[config.mk]
export PLATFORM = sky130hd
export DESIGN_NAME = logic_gate_pipe
export DESIGN_NICKNAME = d
export VERILOG_FILES = /design/src/rtl/logic_gate_pipe.sv
export SDC_FILE = /design/constraint.sdc
export NUM_CORES = 1
export LEC_CHECK = 0
export BUFFER_PORTS_ARGS = -buffer_cell sky130_fd_sc_hd__buf_2
export CORE_MARGIN = 2
export CORE_UTILIZATION = 30
export CTS_CLUSTER_SIZE = 8
export DETAILED_ROUTE_END_ITERATION = 12
export MAX_ROUTING_LAYER = met4
export PLACE_DENSITY = 0.65
export SKIP_CTS_REPAIR_TIMING = 1
export SYNTH_ARGS = -nofsm -noshare
export SYNTH_HDL_FRONTEND = slang
export SYNTH_SLANG_ARGS = --single-unit
[constraint.sdc]
create_clock -name clk -period 2.8 [get_ports clk]
set_input_delay 0.56 -clock clk [delete_from_list [all_inputs] [get_ports clk]]
set_output_delay 0.56 -clock clk [all_outputs]
set_load 0.01 [all_outputs]
[src/rtl/logic_gate_pipe.sv]
// logic_gate_pipe: NIN-operand, WIDTH-bit bitwise AND/OR/XOR/NAND unit feeding a DIZ-stage valid/ready pipeline.
// Latency: DIZ cycles from the accept edge to out_valid, plus one cycle for every cycle the pipe is stalled.
// Backpressure: the whole pipe freezes while out_valid & ~out_ready; in_ready = ~out_valid | out_ready. Define GATE_PIPE_COUNT_EN to add beat_count.
module logic_gate_pipe #(
    parameter int WIDTH = 8,
    parameter int NIN   = 2,
    parameter int DIZ   = 1
) (
    input  logic                   clk,
    input  logic                   reset,
    input  logic [1:0]             op,
    input  logic                   in_valid,
    output logic                   in_ready,
    input  logic [NIN*WIDTH-1:0]   in_data,
    output logic                   out_valid,
    input  logic                   out_ready,
    output logic [WIDTH-1:0]       out_z
`ifdef GATE_PIPE_COUNT_EN
    ,
    output logic [15:0]            beat_count
`endif
);

    typedef enum logic [1:0] {
        OP_AND  = 2'b00,
        OP_OR   = 2'b01,
        OP_XOR  = 2'b10,
        OP_NAND = 2'b11
    } op_e;

    logic [WIDTH-1:0] and_red;
    logic [WIDTH-1:0] or_red;
    logic [WIDTH-1:0] xor_red;
    logic [WIDTH-1:0] z;

    // Front end: reduce all operands bit by bit, then pick the requested operation.
    always_comb begin
        and_red = '1;
        or_red  = '0;
        xor_red = '0;
        for (int k = 0; k < NIN; k++) begin
            and_red = and_red & in_data[k*WIDTH +: WIDTH];
            or_red  = or_red  | in_data[k*WIDTH +: WIDTH];
            xor_red = xor_red ^ in_data[k*WIDTH +: WIDTH];
        end
        z = and_red;
        case (op_e'(op))
            OP_AND:  z = and_red;
            OP_OR:   z = or_red;
            OP_XOR:  z = xor_red;
            OP_NAND: z = ~and_red;
            default: z = and_red;
        endcase
    end

    // Stage s holds {vld_q[s], dat_q[s]}; stage DIZ-1 is the output register.
    logic                  adv;
    logic [DIZ-1:0]        vld_q;
    logic [DIZ-1:0]        vld_d;
    logic [DIZ-1:0][WIDTH-1:0] dat_q;
    logic [DIZ-1:0][WIDTH-1:0] dat_d;

    // One global advance: bubbles shift like beats, so nothing is squeezed out.
    assign adv       = ~vld_q[DIZ-1] | out_ready;
    assign in_ready  = adv;
    assign out_valid = vld_q[DIZ-1];
    assign out_z     = dat_q[DIZ-1];

    // Next stage contents: shift everything by one place on advance, otherwise hold.
    always_comb begin
        vld_d = vld_q;
        dat_d = dat_q;
        if (adv) begin
            vld_d[0] = in_valid;
            dat_d[0] = z;
            for (int s = 1; s < DIZ; s++) begin
                vld_d[s] = vld_q[s-1];
                dat_d[s] = dat_q[s-1];
            end
        end
    end

    // Pipeline registers; reset clears every stage so no beat survives it.
    always_ff @(posedge clk or posedge reset) begin
        if (reset) begin
            vld_q <= '0;
            dat_q <= '0;
        end else begin
            vld_q <= vld_d;
            dat_q <= dat_d;
        end
    end

`ifdef GATE_PIPE_COUNT_EN
    logic [15:0] cnt_q;
    logic [15:0] cnt_d;

    // Count beats leaving the unit, sticking at all-ones instead of wrapping.
    always_comb begin
        cnt_d = cnt_q;
        if (out_valid && out_ready && (cnt_q != 16'hFFFF)) begin
            cnt_d = cnt_q + 16'd1;
        end
    end

    // Transfer counter register.
    always_ff @(posedge clk or posedge reset) begin
        if (reset) begin
            cnt_q <= '0;
        end else begin
            cnt_q <= cnt_d;
        end
    end

    assign beat_count = cnt_q;
`endif

endmodule

==> flow_metrics.env, run 1 <==
export IMPL_run_status="finished clean"
export IMPL_crit_slowest_cell="nor2b_4"
export IMPL_synth_area_per_cell_um2=8.23
export IMPL_ioPinCount=32
export IMPL_layout_common_cells="buf_2 (31), nand2_1 (23), inv_1 (18)"
export IMPL_nets=169
export IMPL_setup_worst_path_class="input pin to output port"
export IMPL_areaGrowthSynthToFinish_pct=22.0
export IMPL_yosys_area_top_type="dfrtp_1"
export IMPL_die_w_um=56.4
export IMPL_setup_viol=0
export IMPL_synth_top_cell_area_share_pct=27.4
export IMPL_final_cells=160
export IMPL_dp_cells=156
export IMPL_placed_area_um2=978
export IMPL_slew_headroom_pct=71.5
export IMPL_clkTransAtPathRegs_ns=0.06
export IMPL_fin_util_pct=39.5
export IMPL_endpoint_kind="output port"
export IMPL_p_leak_nw=0.558
export IMPL_synth_warning_count=0
export IMPL_firstDrtPassIters=3
export IMPL_p_per_area_nw_per_um2=371
export IMPL_grt_usage_pct=10.6
export IMPL_final_area_um2=1000
export IMPL_seqCellArea_um2=225
export IMPL_yosysSeqAreaShare_pct=27.4
export IMPL_grt_max_degree=32
export IMPL_maxCapViolations=0
export IMPL_antenna_left=0
export IMPL_worstHoldPathType="input pin to async pin"
export IMPL_power_w=0.000373
export IMPL_cts_max_level=1
export IMPL_grt_ovfl_total=0
export IMPL_critPathMostFrequentCell="buf_2"
export IMPL_core_um2=2540
export IMPL_critPathBufInv=3
export IMPL_place_hpwl_um=1260
export IMPL_drtIter0Drc=11
export IMPL_cpLargestDelayFamily="buffers and inverters"
export IMPL_synth_cell_types=16
export IMPL_worstMarginPinSlew_ns=0.428
export IMPL_drive_above_1_share_pct=30.0
export IMPL_rsz0062_at_grt="no"
export IMPL_drc_errors=0
export IMPL_synth_seq_cells=9
export IMPL_hold_viol=0
export IMPL_max_stage_delay_ns=0.26
export IMPL_die_h_um=56.4
export IMPL_r2r_slack_ns=1.65
export IMPL_period_minus_slack_ns=1.69
export IMPL_crit_fanout=9
export IMPL_start_kind="input pin"
export IMPL_synth_net_count=138
export IMPL_grt_pass1_wl_um=2570
export IMPL_root_buffer="clkbuf_4"
export IMPL_cp_data_required_time_ns=2.24
export IMPL_fmax_mhz=592
export IMPL_start_util_pct=32.4
export IMPL_period_share_pct=60.3
export IMPL_antenna_found_initial=0
export IMPL_diodes=0
export IMPL_clk_latency_ns=0.26
export IMPL_synth_area_leaders="dfrtp_1 (27%), ha_1 (24%), nand2_1 (10%)"
export IMPL_cts_made_buffers=3
export IMPL_io_buffers=31
export IMPL_slew_violations=0
export IMPL_vdd_drop_max_mv=0.201
export IMPL_avgViaCountPerCell=4.57
export IMPL_cp_cell_sequence="buf_2 -> nor2b_4 -> inv_6 -> buf_2"
export IMPL_grt_pass1_vias=660
export IMPL_cts_max_path_buffers=2
export IMPL_routabilityCongestion=0.668
export IMPL_detail_route_wl_per_cell_um=9.50
export IMPL_finClkSkew_ns=0.00789
export IMPL_crit_arrival_ns=1.13
export IMPL_num_rows=18
export IMPL_syn_area_um2=823
export IMPL_cts_num_sinks=9
export IMPL_n_fill_cell=272
export IMPL_die_area_um2=3180
export IMPL_syn_inst=100
export IMPL_cts_tree="yes"
export IMPL_drt_total_wl_um=1520
export IMPL_multi_input_area_um2=484
export IMPL_fin_tns_setup_ns=0
export IMPL_final_common_cell="buf_2"
export IMPL_vias=731
[power breakdown]
part	switching, W	internal, W	total [W]
registers	0.00000832	0.000148	0.000156
logic	0.0000653	0.0000527	0.000118
clock network	0.0000438	0.0000548	0.0000986
[area by class of cell]
cell class	count	area share, %
Tap cell	30	3.74
Clock buffer	4	2.62
Multi-Input combinational cell	67	48.2
Inverter	19	7.60
Sequential cell	9	22.4
Timing Repair Buffer	31	15.4
[Yosys cell counts (all sizes together)]
cell	instances
ha	16
mux2i	1
or2b	1
o221ai	8
nor2b	1
o21ai	15
inv	19
dfrtp	9
buf	4
nand2	24
clkbuf	1
nand2b	1
[final timing paths]
| check | from | cells past startpoint | endpoint |
|---|---|---|---|
| max | out_ready | 4 | in_ready |
| min reg2reg | out_z[0]$_DFFE_PP0P_ | 2 | out_z[0]$_DFFE_PP0P_ |
| min in group clk | in_valid | 2 | out_valid$_DFFE_PP0P_ |
| min | reset | 2 | out_z[1]$_DFFE_PP0P_ |
| max in group asynchronous | reset | 2 | out_z[0]$_DFFE_PP0P_ |
| max reg2reg | out_valid$_DFFE_PP0P_ | 4 | out_z[2]$_DFFE_PP0P_ |
[registers in the layout, summed over array words and instances (netlist names)]
| name | flops |
|---|---|
| out_z | 8 |
| out_valid | 1 |
[worst reg2reg max path, cell delays in order, from the launching register on]
cell,delay [ns]
dfrtp_1,0.34
nor2b_4,0.30
inv_6,0.05
nand2_2,0.17
o221ai_1,0.15
[per-stage QoR]
| stage | hold WS (ns) | setup slack (ns) |
|---|---|---|
| 2_1_floorplan | 0.388 | 1.42 |
| 3_3_place_gp | 0.469 | 1.12 |
| 3_5_place_dp | 0.468 | 1.10 |
| 4_1_cts | 0.256 | 1.09 |
| 5_1_grt | 0.281 | 1.04 |
| 6_report | 0.253 | 1.11 |
[layer usage]
layer,share of wire [%],up-vias,wire [um],track usage (%)
li1,-,386,-,-
met1,43,322,657,12.1
met2,46,23,704,16.8
met3,10,0,158,5.30
met4,0,0,0,2.04
met5,0,-,0,-
[logic make-up (layout without fill, tap and decap cells)]
logic type	count (synthesis)	count (layout)	share of synthesized area, %
flops	9	9	27.4
compound gates	23	23	18.4
buf+inv	24	54	13.8
fa+ha+maj	16	16	24.3
simple gates	27	27	14.9
mux	1	1	1.22
No activity file was read; power rests on OpenSTA's default activity.
==> run 2: changes to the inputs <==
--- a/config.mk
+++ b/config.mk
@@ -5,13 +5,14 @@
 export SDC_FILE = /design/constraint.sdc
 export NUM_CORES = 1
 export LEC_CHECK = 0
+export ABC_AREA = 1
 export BUFFER_PORTS_ARGS = -buffer_cell sky130_fd_sc_hd__buf_2
 export CORE_MARGIN = 2
 export CORE_UTILIZATION = 30
 export CTS_CLUSTER_SIZE = 8
 export DETAILED_ROUTE_END_ITERATION = 12
 export MAX_ROUTING_LAYER = met4
-export PLACE_DENSITY = 0.65
+export PLACE_DENSITY = 0.63
 export SKIP_CTS_REPAIR_TIMING = 1
 export SYNTH_ARGS = -nofsm -noshare
 export SYNTH_HDL_FRONTEND = slang
==> constraint.sdc (replaced) <==
create_clock -name clk -period 1.65 [get_ports clk]
set_input_delay 0.33 -clock clk [delete_from_list [all_inputs] [get_ports clk]]
set_output_delay 0.33 -clock clk [all_outputs]
set_load 0.01 [all_outputs]
==> flow_metrics.env, run 2 <==
export IMPL_grt_pass1_vias=772
export IMPL_run_status="finished clean"
export IMPL_diodes=0
export IMPL_cts_made_buffers=3
export IMPL_largest_reg_flops=8
export IMPL_drc_errors=0
export IMPL_ioPinCount=32
export IMPL_slew_violations=0
export IMPL_yosys_area_top_type="dfrtp_1"
export IMPL_maxCapViolations=0
export IMPL_setup_worst_path_class="flop to output port"
export IMPL_areaGrowthSynthToFinish_pct=19.4
export IMPL_syn_inst=135
export IMPL_endpoint_kind="output port"
export IMPL_drive_above_1_share_pct=24.8
export IMPL_io_buffers=31
export IMPL_finClkSkew_ns=0.0119
export IMPL_r2r_slack_ns=0.52
export IMPL_synth_cell_types=16
export IMPL_firstDrtPassIters=4
export IMPL_routabilityCongestion=0.809
export IMPL_clk_latency_ns=0.27
export IMPL_setup_viol=0
export IMPL_p_per_area_nw_per_um2=588
export IMPL_slew_headroom_pct=69.4
export IMPL_grt_pass1_wl_um=2990
export IMPL_fin_tns_setup_ns=0
export IMPL_crit_arrival_ns=1.09
export IMPL_placed_area_um2=1110
export IMPL_r2r_start="out_valid$_DFFE_PP0P_"
export IMPL_crit_fanout=11
export IMPL_vias=884
export IMPL_synth_area_leaders="dfrtp_1 (24%), ha_1 (21%), nand3_1 (12%)"
export IMPL_p_leak_nw=0.683
export IMPL_synth_warning_count=0
export IMPL_synth_area_per_cell_um2=7.03
export IMPL_worstMarginPinSlew_ns=0.459
export IMPL_synth_seq_cells=9
export IMPL_cts_num_sinks=9
export IMPL_synth_edf_count=0
export IMPL_antenna_left=0
export IMPL_synthArstFlopShare_pct=100
export IMPL_period_share_pct=86.1
export IMPL_hold_viol=0
export IMPL_synth_common_cells="inv_1 (29), nand2_1 (26), nand3_1 (23)"
export IMPL_cts_max_level=1
export IMPL_drt_total_wl_um=1740
export IMPL_nets=204
export IMPL_vdd_drop_max_mv=0.268
export IMPL_grt_usage_pct=11.0
export IMPL_synth_top_cell_area_share_pct=23.7
export IMPL_drtIter0Drc=17
export IMPL_place_hpwl_um=1440
export IMPL_layout_common_cells="buf_2 (31), inv_1 (29), nand2_1 (26)"
export IMPL_fmax_mhz=704
export IMPL_die_h_um=60.3
export IMPL_rsz0062_at_grt="no"
export IMPL_worstReg2RegEnd="out_z[3]$_DFFE_PP0P_"
export IMPL_start_util_pct=31.4
export IMPL_n_fill_cell=338
export IMPL_cp_data_required_time_ns=1.32
export IMPL_seqCellArea_um2=225
export IMPL_die_area_um2=3630
export IMPL_num_rows=20
export IMPL_ys_flop_type="dfrtp_1"
export IMPL_core_um2=3030
export IMPL_r2r_cells=6
export IMPL_antenna_found_initial=0
export IMPL_synth_net_count=173
export IMPL_yosysMostFrequentCell="inv_1"
export IMPL_root_buffer="clkbuf_4"
export IMPL_worstHoldPathType="input pin to async pin"
export IMPL_yosysSeqAreaShare_pct=23.7
export IMPL_syn_area_um2=950
export IMPL_cts_tree="yes"
export IMPL_startpoint="out_valid$_DFFE_PP0P_"
export IMPL_avgViaCountPerCell=4.23
export IMPL_grt_max_degree=26
export IMPL_start_kind="flop"
export IMPL_final_area_um2=1130
export IMPL_multi_input_area_um2=554
export IMPL_grt_ovfl_total=0
export IMPL_cts_max_path_buffers=2
export IMPL_period_minus_slack_ns=1.42
export IMPL_final_common_cell="buf_2"
export IMPL_clkTransAtPathRegs_ns=0.07
export IMPL_detail_route_wl_per_cell_um=8.31
export IMPL_die_w_um=60.3
[run 2: critical path, cell delays in order, from the launching register on]
cell     delay [ns]
dfrtp_1        0.34
inv_1          0.06
nor2_4         0.22
inv_1          0.06
buf_2          0.14
[run 2: final cells by class]
| cell class | count | area share (%) |
|---|---|---|
| multi-input cells | 91 | 48.9 |
| clock inverters | 1 | 0.442 |
| flip-flops and latches | 9 | 19.9 |
| inverters | 29 | 9.60 |
| clock buffers | 3 | 1.99 |
| repair buffers | 32 | 14.3 |
| well taps | 44 | 4.86 |
[run 2: cells by family (layout without fill, tap and decap cells)]
family / count (synthesis) / after routing / share of synthesized area [%]
and+or+nand+nor: 67 / 67 / 33.1
AOI/OAI and AO/OA: 8 / 8 / 4.22
buffers and inverters: 35 / 65 / 17.9
adders and majority gates: 16 / 16 / 21.1
DFF: 9 / 9 / 23.7
[run 2: per-layer routing]
metal | global-route usage (%) | routed length [um] | vias up
met2 | 19.3 | 889 | 19
met4 | 2.86 | 0 | 0
met1 | 12.3 | 767 | 393
li1 | - | - | 472
met3 | 3.03 | 80 | 0
met5 | - | 0 | -
[run 2: where the power goes]
part	internal [W]	total (W)	switching (W)
registers	0.000251	0.000266	0.0000152
clock network	0.0000893	0.000170	0.0000809
logic	0.0000959	0.000231	0.000135
total	0.000436	0.000667	0.000231
[run 2: how the worst max path moves through the flow]
stage | end | slack (ns) | cells past startpoint
after global placement | out_z[3]$_DFFE_PP0P_ | 0.38 | 6
after global routing | in_ready | 0.09 | 4
after floorplan | in_ready | 0.44 | 4
after detailed placement | out_z[3]$_DFFE_PP0P_ | 0.37 | 6
final | in_ready | 0.23 | 4
after CTS | in_ready | 0.20 | 4
[run 2: through the flow]
stage / total power [W] / util [%] / setup slack [ns] / instances / hold slack [ns]
finish: 0.000667 / 37.4 / 0.229 / 209 / 0.00230
global route: 0.000738 / 37.4 / 0.0865 / 209 / 0.0232
CTS: 0.000681 / 37.4 / 0.199 / 209 / 0.0129
detailed placement: 0.000506 / 36.5 / 0.369 / 205 / 0.308
global placement: 0.000505 / 36.5 / 0.379 / 205 / 0.303
floorplan: 0.000427 / - / 0.442 / 135 / 0.158
==> run 3: changes to the inputs <==
--- a/config.mk
+++ b/config.mk
@@ -11,6 +11,7 @@
 export CORE_UTILIZATION = 30
 export CTS_CLUSTER_SIZE = 8
 export DETAILED_ROUTE_END_ITERATION = 12
+export GPL_TIMING_DRIVEN = 0
 export MAX_ROUTING_LAYER = met4
 export PLACE_DENSITY = 0.63
 export SKIP_CTS_REPAIR_TIMING = 1
==> flow_metrics.env, run 3 (synthesized netlist as in run 2, its figures left out) <==
export IMPL_run_status="finished clean"
export IMPL_slew_headroom_pct=77.3
export IMPL_hold_viol=0
export IMPL_drt_total_wl_um=1990
export IMPL_seqCellArea_um2=225
export IMPL_drtIter0Drc=19
export IMPL_root_buffer="clkbuf_4"
export IMPL_cts_made_buffers=3
export IMPL_period_minus_slack_ns=1.51
export IMPL_avgViaCountPerCell=4.31
export IMPL_setup_worst_path_class="flop to output port"
export IMPL_cts_tree="yes"
export IMPL_place_hpwl_um=1520
export IMPL_vdd_drop_max_mv=0.170
export IMPL_fin_tns_setup_ns=0
export IMPL_p_per_area_nw_per_um2=575
export IMPL_largest_reg_flops=8
export IMPL_firstDrtPassIters=4
export IMPL_worstMarginPinSlew_ns=0.341
export IMPL_endpoint_kind="output port"
export IMPL_layout_common_cells="inv_1 (29), buf_2 (29), nand2_1 (26)"
export IMPL_r2r_slack_ns=0.56
export IMPL_antenna_found_initial=0
export IMPL_p_leak_nw=0.712
export IMPL_cp_data_required_time_ns=1.32
export IMPL_drive_above_1_share_pct=26.5
export IMPL_slew_violations=0
export IMPL_drc_errors=0
export IMPL_crit_arrival_ns=1.18
export IMPL_grt_usage_pct=13.4
export IMPL_cts_max_level=1
export IMPL_rsz0062_at_grt="no"
export IMPL_die_h_um=60.3
export IMPL_placed_area_um2=1150
export IMPL_clk_latency_ns=0.26
export IMPL_areaGrowthSynthToFinish_pct=25.7
export IMPL_start_util_pct=31.4
export IMPL_maxCapViolations=0
export IMPL_setup_viol=0
export IMPL_crit_end="in_ready"
export IMPL_clkTransAtPathRegs_ns=0.06
export IMPL_detail_route_wl_per_cell_um=9.28
export IMPL_grt_pass1_vias=870
export IMPL_r2r_cells=4
export IMPL_worstReg2RegEnd="out_valid$_DFFE_PP0P_"
export IMPL_period_share_pct=91.6
export IMPL_die_area_um2=3630
export IMPL_multi_input_area_um2=554
export IMPL_grt_max_degree=11
export IMPL_n_fill_cell=338
export IMPL_r2r_start="out_valid$_DFFE_PP0P_"
export IMPL_diodes=0
export IMPL_power_w=0.000686
export IMPL_vias=922
export IMPL_cts_max_path_buffers=2
export IMPL_routabilityCongestion=0.762
export IMPL_final_area_um2=1190
export IMPL_ioPinCount=32
export IMPL_crit_fanout=10
export IMPL_start_kind="flop"
export IMPL_nets=209
export IMPL_num_rows=20
export IMPL_cts_num_sinks=9
export IMPL_grt_pass1_wl_um=3620
export IMPL_fmax_mhz=662
export IMPL_startpoint="out_valid$_DFFE_PP0P_"
export IMPL_worstHoldPathType="input pin to async pin"
export IMPL_core_um2=3030
export IMPL_grt_ovfl_total=0
export IMPL_io_buffers=29
export IMPL_antenna_left=0
export IMPL_die_w_um=60.3
export IMPL_finClkSkew_ns=0.000669
-- run 3: worst min-delay path by stage --
stage / startpoint / end / slack, ns / depth (start not counted)
2_1_floorplan: reset / out_valid$_DFFE_PP0P_ / 0.16 / 1
3_3_place_gp: reset / out_z[7]$_DFFE_PP0P_ / 0.30 / 2
3_5_place_dp: reset / out_z[7]$_DFFE_PP0P_ / 0.31 / 2
4_1_cts: reset / out_z[5]$_DFFE_PP0P_ / 0.03 / 2
5_1_grt: reset / out_z[7]$_DFFE_PP0P_ / 0.04 / 2
6_report: reset / out_z[7]$_DFFE_PP0P_ / 0.02 / 2
-- run 3: final cells by class --
| class | count | area share, % |
|---|---|---|
| repair buffers | 31 | 13.4 |
| flip-flops and latches | 9 | 18.9 |
| multi-input cells | 91 | 46.4 |
| plain buffers | 6 | 5.35 |
| clock buffers | 4 | 2.20 |
| well taps | 44 | 4.61 |
| inverters | 29 | 9.12 |
-- run 3: through the flow --
stage / utilization (%) / setup WS (ns) / hold WS, ns / cells
finish: 39.4 / 0.139 / 0.0170 / 214
global route: 39.4 / 0.0574 / 0.0420 / 214
CTS: 38.8 / -0.0330 / 0.0304 / 212
detailed placement: 38.0 / 0.204 / 0.310 / 208
global placement: 38.0 / 0.194 / 0.303 / 208
floorplan: - / 0.442 / 0.158 / 135
-- run 3: metal layers --
layer	global-route usage (%)	vias up	share of wire [%]
li1	-	483	-
met1	16.7	406	44
met2	21.9	26	50
met3	1.30	7	3.2
met4	5.71	0	2.5
met5	-	-	0
-- run 3: power by group --
group          leakage (nW)  internal [W]  switching, W
clock                0.0150     0.0000930     0.0000746
sequential            0.106      0.000251     0.0000165
combinational         0.591      0.000111      0.000141
total                 0.712      0.000454      0.000232
-- run 3: worst max-delay path: stages (launching register included) --
cell	delay, ns
dfrtp_1	0.35
inv_1	0.07
nor2_4	0.12
clkbuf_4	0.20
inv_1	0.05
buf_2	0.13
